===== config.mk =====
export PLATFORM = sky130hd
export DESIGN_NAME = jk_state_register
export DESIGN_NICKNAME = d
export VERILOG_FILES = /design/src/rtl/jk_state_register_pkg.sv /design/src/rtl/jk_state_register_jk_ff_bit.sv /design/src/rtl/jk_state_register.sv
export SDC_FILE = /design/constraint.sdc
export NUM_CORES = 1
export LEC_CHECK = 0
export ABC_AREA = 1
export ABC_CLOCK_PERIOD_IN_PS = 1420
export CAP_MARGIN = 0
export CORE_MARGIN = 2
export CORE_UTILIZATION = 30
export CTS_CLUSTER_DIAMETER = 60
export DETAILED_ROUTE_END_ITERATION = 16
export PLACE_DENSITY = 0.66
export SYNTH_ARGS = -nofsm -noshare
export SYNTH_HDL_FRONTEND = slang
export SYNTH_SLANG_ARGS = --single-unit
export TNS_END_PERCENT = 5

===== constraint.sdc =====
create_clock -name clk -period 1.42 [get_ports clk]
set_input_delay 0.142 -clock clk [delete_from_list [all_inputs] [get_ports clk]]
set_output_delay 0.142 -clock clk [all_outputs]
set_load 0.01 [all_outputs]

===== src/rtl/jk_state_register_pkg.sv =====
// Shared JK encodings, default sizing and the per-bit JK next-state helper.
package jk_state_register_pkg;

    // {j,k} encodings
    localparam logic [1:0] JK_HOLD = 2'b00;
    localparam logic [1:0] JK_RST  = 2'b01;
    localparam logic [1:0] JK_SET  = 2'b10;
    localparam logic [1:0] JK_TGL  = 2'b11;

    localparam int unsigned DEF_N           = 2;
    localparam int unsigned DEF_CNT_W       = 8;
    localparam int unsigned DEF_STALL_LIMIT = 4;

    function automatic logic jk_next(input logic q_cur, input logic j_in, input logic k_in);
        logic q_nxt;
        case ({j_in, k_in})
            JK_HOLD: q_nxt = q_cur;
            JK_RST:  q_nxt = 1'b0;
            JK_SET:  q_nxt = 1'b1;
            JK_TGL:  q_nxt = ~q_cur;
            default: q_nxt = q_cur;
        endcase
        return q_nxt;
    endfunction

endpackage


===== src/rtl/jk_state_register_jk_ff_bit.sv =====
// Single JK flip-flop with clock enable and synchronous parallel-load bit.
module jk_ff_bit
    import jk_state_register_pkg::*;
(
    input  logic clk,
    input  logic rst,
    input  logic en,
    input  logic load,
    input  logic load_bit,
    input  logic j,
    input  logic k,
    output logic q,
    output logic q_nxt_c
);

    logic q_q;
    logic q_d;

    // load beats enable; otherwise hold
    always_comb begin
        q_d = q_q;
        if (load) begin
            q_d = load_bit;
        end else if (en) begin
            q_d = jk_next(q_q, j, k);
        end
    end

    always_ff @(posedge clk) begin
        if (rst) begin
            q_q <= 1'b0;
        end else begin
            q_q <= q_d;
        end
    end

    assign q       = q_q;
    assign q_nxt_c = q_d;

endmodule


===== src/rtl/jk_state_register.sv =====
// Bank of JK flip-flops with load/enable, a saturating transition counter
// and a sticky lock-up (stall) detector.
module jk_state_register
    import jk_state_register_pkg::*;
#(
    parameter int unsigned N           = DEF_N,
    parameter int unsigned CNT_W       = DEF_CNT_W,
    parameter int unsigned STALL_LIMIT = DEF_STALL_LIMIT
) (
    input  logic             clk,
    input  logic             rst,
    input  logic             en,
    input  logic             load,
    input  logic [N-1:0]     load_val,
    input  logic [N-1:0]     j,
    input  logic [N-1:0]     k,
    output logic [N-1:0]     q,
    output logic [N-1:0]     q_n,
    output logic             changed,
    output logic [CNT_W-1:0] trans_cnt,
    output logic             stall
);

    localparam int unsigned      SC_W      = $clog2(STALL_LIMIT + 1);
    localparam logic [SC_W-1:0]  STALL_LIM = SC_W'(STALL_LIMIT);
    localparam logic [CNT_W-1:0] CNT_MAX   = {CNT_W{1'b1}};

    logic [N-1:0]     q_nxt;
    logic             diff;

    logic             changed_q,   changed_d;
    logic [CNT_W-1:0] trans_cnt_q, trans_cnt_d;
    logic [SC_W-1:0]  stall_cnt_q, stall_cnt_d;
    logic             stall_q,     stall_d;

    for (genvar i = 0; i < N; i++) begin : g_bit
        jk_ff_bit u_bit (
            .clk      (clk),
            .rst      (rst),
            .en       (en),
            .load     (load),
            .load_bit (load_val[i]),
            .j        (j[i]),
            .k        (k[i]),
            .q        (q[i]),
            .q_nxt_c  (q_nxt[i])
        );
    end

    assign diff = (q_nxt != q);

    // Progress tracking: change pulse, saturating count, stall detection
    always_comb begin
        changed_d   = diff;
        trans_cnt_d = trans_cnt_q;
        stall_cnt_d = stall_cnt_q;
        stall_d     = stall_q;

        if (diff && (trans_cnt_q != CNT_MAX)) begin
            trans_cnt_d = trans_cnt_q + CNT_W'(1);
        end

        if (load) begin
            stall_cnt_d = '0;
            stall_d     = 1'b0;
        end else if (diff) begin
            stall_cnt_d = '0;
        end else if (en && (stall_cnt_q != STALL_LIM)) begin
            stall_cnt_d = stall_cnt_q + SC_W'(1);
        end

        if (!load && (stall_cnt_d == STALL_LIM)) begin
            stall_d = 1'b1;
        end
    end

    always_ff @(posedge clk) begin
        if (rst) begin
            changed_q   <= 1'b0;
            trans_cnt_q <= '0;
            stall_cnt_q <= '0;
            stall_q     <= 1'b0;
        end else begin
            changed_q   <= changed_d;
            trans_cnt_q <= trans_cnt_d;
            stall_cnt_q <= stall_cnt_d;
            stall_q     <= stall_d;
        end
    end

    assign q_n       = ~q;
    assign changed   = changed_q;
    assign trans_cnt = trans_cnt_q;
    assign stall     = stall_q;

endmodule


==> flow_metrics.env <==
export IMPL_cp_data_required_time_ns=1.28
export IMPL_holdWs_ns=0.481
export IMPL_num_rows=20
export IMPL_area_growth_pct=49.1
export IMPL_track_usage_pct=13.2
export IMPL_postLayoutSetupSlackWorst_ns=-0.00623
export IMPL_dp_slack_ns=-0.269
export IMPL_peakVddDrop_mv=0.307
export IMPL_p_leak_nw=0.685
export IMPL_async_reset_ff_share_pct=0
export IMPL_port_buffers=23
export IMPL_start_util_pct=31.5
export IMPL_skew_ns=0.0101
export IMPL_final_util_pct=46.9
export IMPL_post_route_period_util_pct=100
export IMPL_syn_avg_cell_area_sq_um=7.57
export IMPL_clock_sinks=15
export IMPL_cts_tree="yes"
export IMPL_ys_ff_latch=15
export IMPL_die_area_sq_um=3670
export IMPL_synth_top_cell_area_share_pct=31.3
export IMPL_post_drt_wl_per_cell_um=10.5
export IMPL_synth_warnings=0
export IMPL_critPathCaptureType="output pin"
export IMPL_rsz0062_at_grt="true"
export IMPL_synthTopCellsByCount="24 x nand2_1, 20 x nand3_1, 15 x dfxtp_1, 11 x nor2_1"
export IMPL_worst_path_max_fanout=4
export IMPL_grt_pass1_wl_um=3640
export IMPL_powerDensity_nw_per_um2=721
export IMPL_design_area_sq_um=1430
export IMPL_synth_enable_flop_cells=0
export IMPL_gp_congestion=0.735
export IMPL_numPlacedInstances=206
export IMPL_critical_path_arrival_ns=1.28
export IMPL_setup_violations=1
export IMPL_synthCells=127
export IMPL_via_per_inst=4.45
export IMPL_wl_um=2250
export IMPL_dp_hpwl_um=1750
export IMPL_slew_headroom_pct=83.2
export IMPL_hold_viol=0
export IMPL_netlist_area_sq_um=961
export IMPL_grt_antenna_before_repair=0
export IMPL_slew_viol_final=0
export IMPL_grt_pass1_vias=876
export IMPL_outcome="finished, violations left"
export IMPL_clockRootBuffer="clkbuf_4"
export IMPL_post_synth_top_area_cell="dfxtp_1"
export IMPL_gr_total_overflow=0
export IMPL_synth_cell_types=26
export IMPL_drt_iter0_markers=45
export IMPL_synth_seq_area_share_pct=31.3
export IMPL_insertion_delay_ns=0.28
export IMPL_drive_above_1_share_pct=37.3
export IMPL_ys_flop_type="dfxtp_1"
export IMPL_crit_type="reg2out"
export IMPL_synth_area_top_cells="dfxtp_1 31%, nand3_1 10%, nand2_1 9.4%"
export IMPL_drc=0
export IMPL_grt_max_degree=12
export IMPL_syn_nets=140
export IMPL_core_sq_um=3050
export IMPL_dieWidth_um=60.6
export IMPL_numCtsBuffers=3
export IMPL_io_pins=24
export IMPL_htree_levels=1
export IMPL_die_y_um=60.6
export IMPL_hold_buffers=0
export IMPL_nets=183
export IMPL_clock_fmax_ghz=0.701
export IMPL_via_count=948
export IMPL_crit_path_start_kind="flip-flop"
export IMPL_antenna_cells=0
export IMPL_tightest_slew_ns=0.252
export IMPL_placed_area_sq_um=1350
export IMPL_first_pass_iters=3
export IMPL_path_clk_slew_ns=0.10
export IMPL_violations="negative setup slack"
export IMPL_hold_path_class="in2reg"
export IMPL_clock_path_buffers=2
export IMPL_drtAntennaViolNets=0
export IMPL_cap_violations=0
export IMPL_synth_most_common_cell="nand2_1"
export IMPL_layout_cells_non_filler=213
export IMPL_fin_crit_ns=1.43
-- final cells by class --
class | count | area, sq um
Fill cell | 313 | 1620
Clock buffer | 4 | 26.3
Sequential cell | 15 | 314
Tap cell | 44 | 55.1
Inverter | 13 | 48.8
Multi-Input combinational cell | 96 | 622
Timing Repair Buffer | 41 | 367
-- worst paths after layout --
path	startpoint	to	slack, ns	depth (start not counted)
setup / recovery	trans_cnt[0]$_SDFFE_PP0P_	trans_cnt[0]	-0.006	2
hold reg to reg	stall$_SDFFE_PP0P_	stall$_SDFFE_PP0P_	0.48	2
setup reg to reg	trans_cnt[0]$_SDFFE_PP0P_	trans_cnt[3]$_SDFFE_PP0P_	0.01	7
hold / removal	load_val[1]	g_bit[1].u_bit.q$_SDFF_PP0_	0.48	3
-- per-layer routing --
metal | GRT usage [%] | routed length [um]
met1 | 15.5 | 1020
met2 | 23.3 | 1100
met3 | 2.35 | 104
met4 | 5.59 | 32
met5 | 0 | 0
-- power by group --
part           switching, mW  leakage, nW  internal (mW)  total [mW]
clock                  0.141       0.0150          0.109       0.250
combinational          0.160        0.543          0.158       0.317
sequential            0.0214        0.126          0.444       0.466
total                  0.322        0.685          0.711        1.03
-- worst max-delay path, stage by stage, from the launching register on --
cell and delay, ns:
dfxtp_2 0.36, buf_4 0.13, clkdlybuf4s50_1 0.52
-- cells by family (layout without fill, tap and decap cells) --
logic type | Yosys count | in the layout | synth area share, %
AOI/OAI and AO/OA | 12 | 12 | 9.37
xor gates and xnor gates | 6 | 6 | 5.47
adders and majority gates | 3 | 3 | 3.91
buffers and inverters | 16 | 58 | 7.03
DFF | 15 | 15 | 31.3
and+or+nand+nor | 75 | 75 | 43.0
-- sequential cells by signal (all words and copies together) (netlist names) --
name           cells
trans_cnt          8
stall_cnt_q        3
g_bit.u_bit.q      2
changed            1
stall              1
-- per-stage QoR --
step	total power [mW]	setup TNS, ns
global placement	0.775	-2.16
finish	1.03	-0.00623
global route	1.10	-0.500
detailed placement	0.787	-2.80
CTS	1.03	-0.0636
floorplan	0.641	0
-- layout by cell type (no fill, tap or decap), drive strengths merged --
cell | netlist | layout
nor3b | 1 | 1
nand2 | 37 | 37
o21ai | 1 | 1
nand3b | 1 | 1
dfxtp | 15 | 15
or2 | 2 | 2
buf | 3 | 18
clkdlybuf4s50 | 0 | 15
nor2 | 13 | 13
xnor2 | 1 | 1
xor2 | 5 | 5
nand3 | 21 | 21
a21oi | 10 | 10
ha | 3 | 3
inv | 12 | 13
clkbuf | 0 | 4
dlygate4sd2 | 0 | 5
o211ai | 1 | 1
dlymetal6s2s | 0 | 3
-- timing repair --
action	in CTS	in global routing
resized for setup	11	13
endpoints found under the setup margin	16	17
pin swaps	1	3
buffers inserted	0	3
Power figures use the tool's default switching activity.
==> RTL change, RTL diff (same settings) <==
The package constant `DEF_N` goes from 2 to 4.
--- a/src/rtl/jk_state_register_pkg.sv
+++ b/src/rtl/jk_state_register_pkg.sv
@@ -7,7 +7,7 @@
     localparam logic [1:0] JK_SET  = 2'b10;
     localparam logic [1:0] JK_TGL  = 2'b11;
 
-    localparam int unsigned DEF_N           = 2;
+    localparam int unsigned DEF_N           = 4;
     localparam int unsigned DEF_CNT_W       = 8;
     localparam int unsigned DEF_STALL_LIMIT = 4;
 
Interface: changed (5 resized); port bits go from 24 to 34. The function was not compared with the original's and may differ.
==> RTL change against the unedited design <==
Total power is 16% higher; cell area is 28% higher; synthesized area rose by 11%; worst setup slack better by 0.0093 ns; final cell count grew 26%; synthesized cell count increased by 22%; wire length increased by 31%; die area increased by 9.8%; sequential cell count grew 2; global-route usage rose by 0.31 points; largest cell class unchanged; largest power group unchanged.
==> RTL change: results (changes against the unedited design) <==
stage;metric;value;unit;change
placement;gpl congestion;0.819;;+11%
drt;initial DRC count;36;;-20%
grt;vias in the first global route;1046;;+19%
sta;Max Clock Skew;0.00504;ns;-0.00508 ns
grt;largest net degree at the start of global routing;12;;unchanged
min_path;worst hold path class;primary input to flip-flop;;
synth;predominant post-synthesis flop cell;dfxtp_1;;
worst_setup_path;RR Endpoint;trans_cnt[1];;
clock_network;Post-CTS Hold Fix Bufs;0;;unchanged
min_path;Min-Delay Endpoint;g_bit[3].u_bit.q;;
clock_network;clk_lat worst skew;0.29;ns;
worst_setup_path;Critical Path Max Stage Delay;0.38;ns;-0.14 ns
synth;Synth area leaders;dfxtp_1 (32%), nand2_1 (15%), nand3_1 (13%);;
clock_network;TritonCTS buffer count;3;;unchanged
synth;ys async rst share;0;;unchanged
drt;wire per inst;11.0;um;+4.2%
synth;synth cell count leaders;nand2_1 (42), nand3_1 (27), dfxtp_1 (17);;
worst_setup_path;Worst Path Arrival;1.64;ns;+0.36 ns
drt;router iterations before antenna repair;4;;+1
power_and_ir_drop;maximum vdd drop;0.000312;V;+1.5%
power_and_ir_drop;Leak Pwr;0.000883;uW;+29%
grt;first-pass GRT wire length;4.37;mm;+20%
min_path;Hold Path Stages;5;;+2
placement;PortBufs;33;;+43%
synth;synth warn;0;;unchanged
layout;Antenna diodes;0;;unchanged
drt;Via Count;1221;;+29%
layout;max FFs per register;8;;unchanged
worst_setup_path;CP max stage cell;dfxtp_4;;
synth;post-synthesis sequential area ratio;0.320;;+0.00788
clock_network;H-tree levels;1;;unchanged
clock_network;clock tree root buffer cell;clkbuf_4;;
worst_setup_path;Worst R2R Start;g_bit[0].u_bit.q;;
sta;hold_ws;0.338;ns;-0.142 ns
sta;Slew @ Worst Pin;0.266;ns;+0.0145 ns
synth;Syn Nets;174;;+24%
placement;DP Wirelength;2.07;mm;+18%
clock_network;clock transition at the registers of the reported paths;0.10;ns;about the same
min_path;hold path startpoint;load;;
grt;antenna violations before repair;0;;unchanged
clock_network;CTS max path bufs;2;;unchanged
layout;nets@finish;242;;+32%
worst_setup_path;Crit path max-delay family;simple AND/OR/NAND/NOR gates;;
worst_setup_path;crit-path max FO;7;;+3
layout;share of layout cells above drive strength 1;0.414;;+0.0416
grt;total track usage;0.135;;+0.00306
status;status;complete, no violations;;
worst_setup_path;R2R Setup Slk;0.003;ns;
synth;Synth cell types;23;;-12%
worst_setup_path;worst reg2reg path depth;11;;+4
[RTL change: cell types whose count changed in the layout (fill, tap and decap cells not counted), sizes merged, moves of 5 or more]
cell | unedited run | this run
buf | 18 | 42
nand2 | 37 | 46
nand3 | 21 | 28
a21oi | 10 | 15
clkdlybuf4s50 | 15 | 20
nor2 | 13 | 8
[RTL change: layout make-up]
class	instances	area, um^2
fillers	338	1530
multi-input cells	116	717
repair buffers	71	613
flip-flops and latches	17	360
inverters	14	60.1
well taps	46	57.6
clock buffers	4	26.3
[RTL change: logic make-up (layout without fill, tap and decap cells)]
group | Yosys count | in the layout | share of synthesized area
AO/OA/AOI/OAI | 18 | 18 | 0.0895
XOR/XNOR | 6 | 6 | 0.0495
adder cells (fa/ha/maj) | 3 | 3 | 0.0353
buffers and inverters | 23 | 89 | 0.125
flip-flops | 17 | 17 | 0.320
AND/OR/NAND/NOR | 88 | 89 | 0.380
[RTL change: worst max-delay path by stage]
stage	start	end	slack, ns	cells after the start
2_1_floorplan	trans_cnt[0]	trans_cnt[6]	0.03	6
3_3_place_gp	en	trans_cnt[2]	-0.49	12
3_5_place_dp	en	trans_cnt[1]	-0.50	12
4_1_cts	en	trans_cnt[3]	-0.08	12
5_1_grt	g_bit[0].u_bit.q	trans_cnt[1]	-0.12	11
6_report	g_bit[0].u_bit.q	trans_cnt[1]	0.003	11
[RTL change: layer usage]
metal  global-route usage  routed length, um  vias up
met3               0.0250                152        5
met5                    0                  0        -
li1                     -                  -      643
met2                0.222               1440       34
met1                0.171               1310      539
met4               0.0571                 40        0
[RTL change: through the flow]
step           TNS (ns)  instances  cell area (um^2)  utilization  setup slack [ns]
6_report              0        268              1830        0.545           0.00309
5_1_grt          -0.779        268              1830        0.545            -0.124
4_1_cts          -0.731        264              1690        0.503           -0.0829
3_5_place_dp      -5.52        260              1650        0.490            -0.501
3_3_place_gp      -5.30        260              1650        0.490            -0.485
2_1_floorplan         0        155              1070            -            0.0348
[RTL change: power breakdown]
| group | leakage, uW | internal, uW | switching [uW] |
|---|---|---|---|
| Sequential | 0.000144 | 502 | 22.9 |
| Clock | 0.0000150 | 109 | 153 |
| Combinational | 0.000724 | 222 | 195 |
| Total | 0.000883 | 833 | 370 |
[RTL change: worst register-to-register path: stages (launching register included)]
cell and delay (ns):
dfxtp_4 0.38, inv_4 0.06, nand2_4 0.05, nand3_4 0.08, nand2_2 0.06, nand2_2 0.07, nand2_2 0.06, nor2_4 0.17
nand2_4 0.11, nand2_4 0.12, nand2_1 0.08, a21oi_2 0.13
[RTL change: what timing repair did]
| item | in CTS | in global routing |
|---|---|---|
| pin swaps | 2 | 14 |
| setup endpoints to repair | 27 | 16 |
| gates resized for setup | 23 | 39 |
| buffers inserted | 0 | 2 |
| cloned | 0 | 2 |
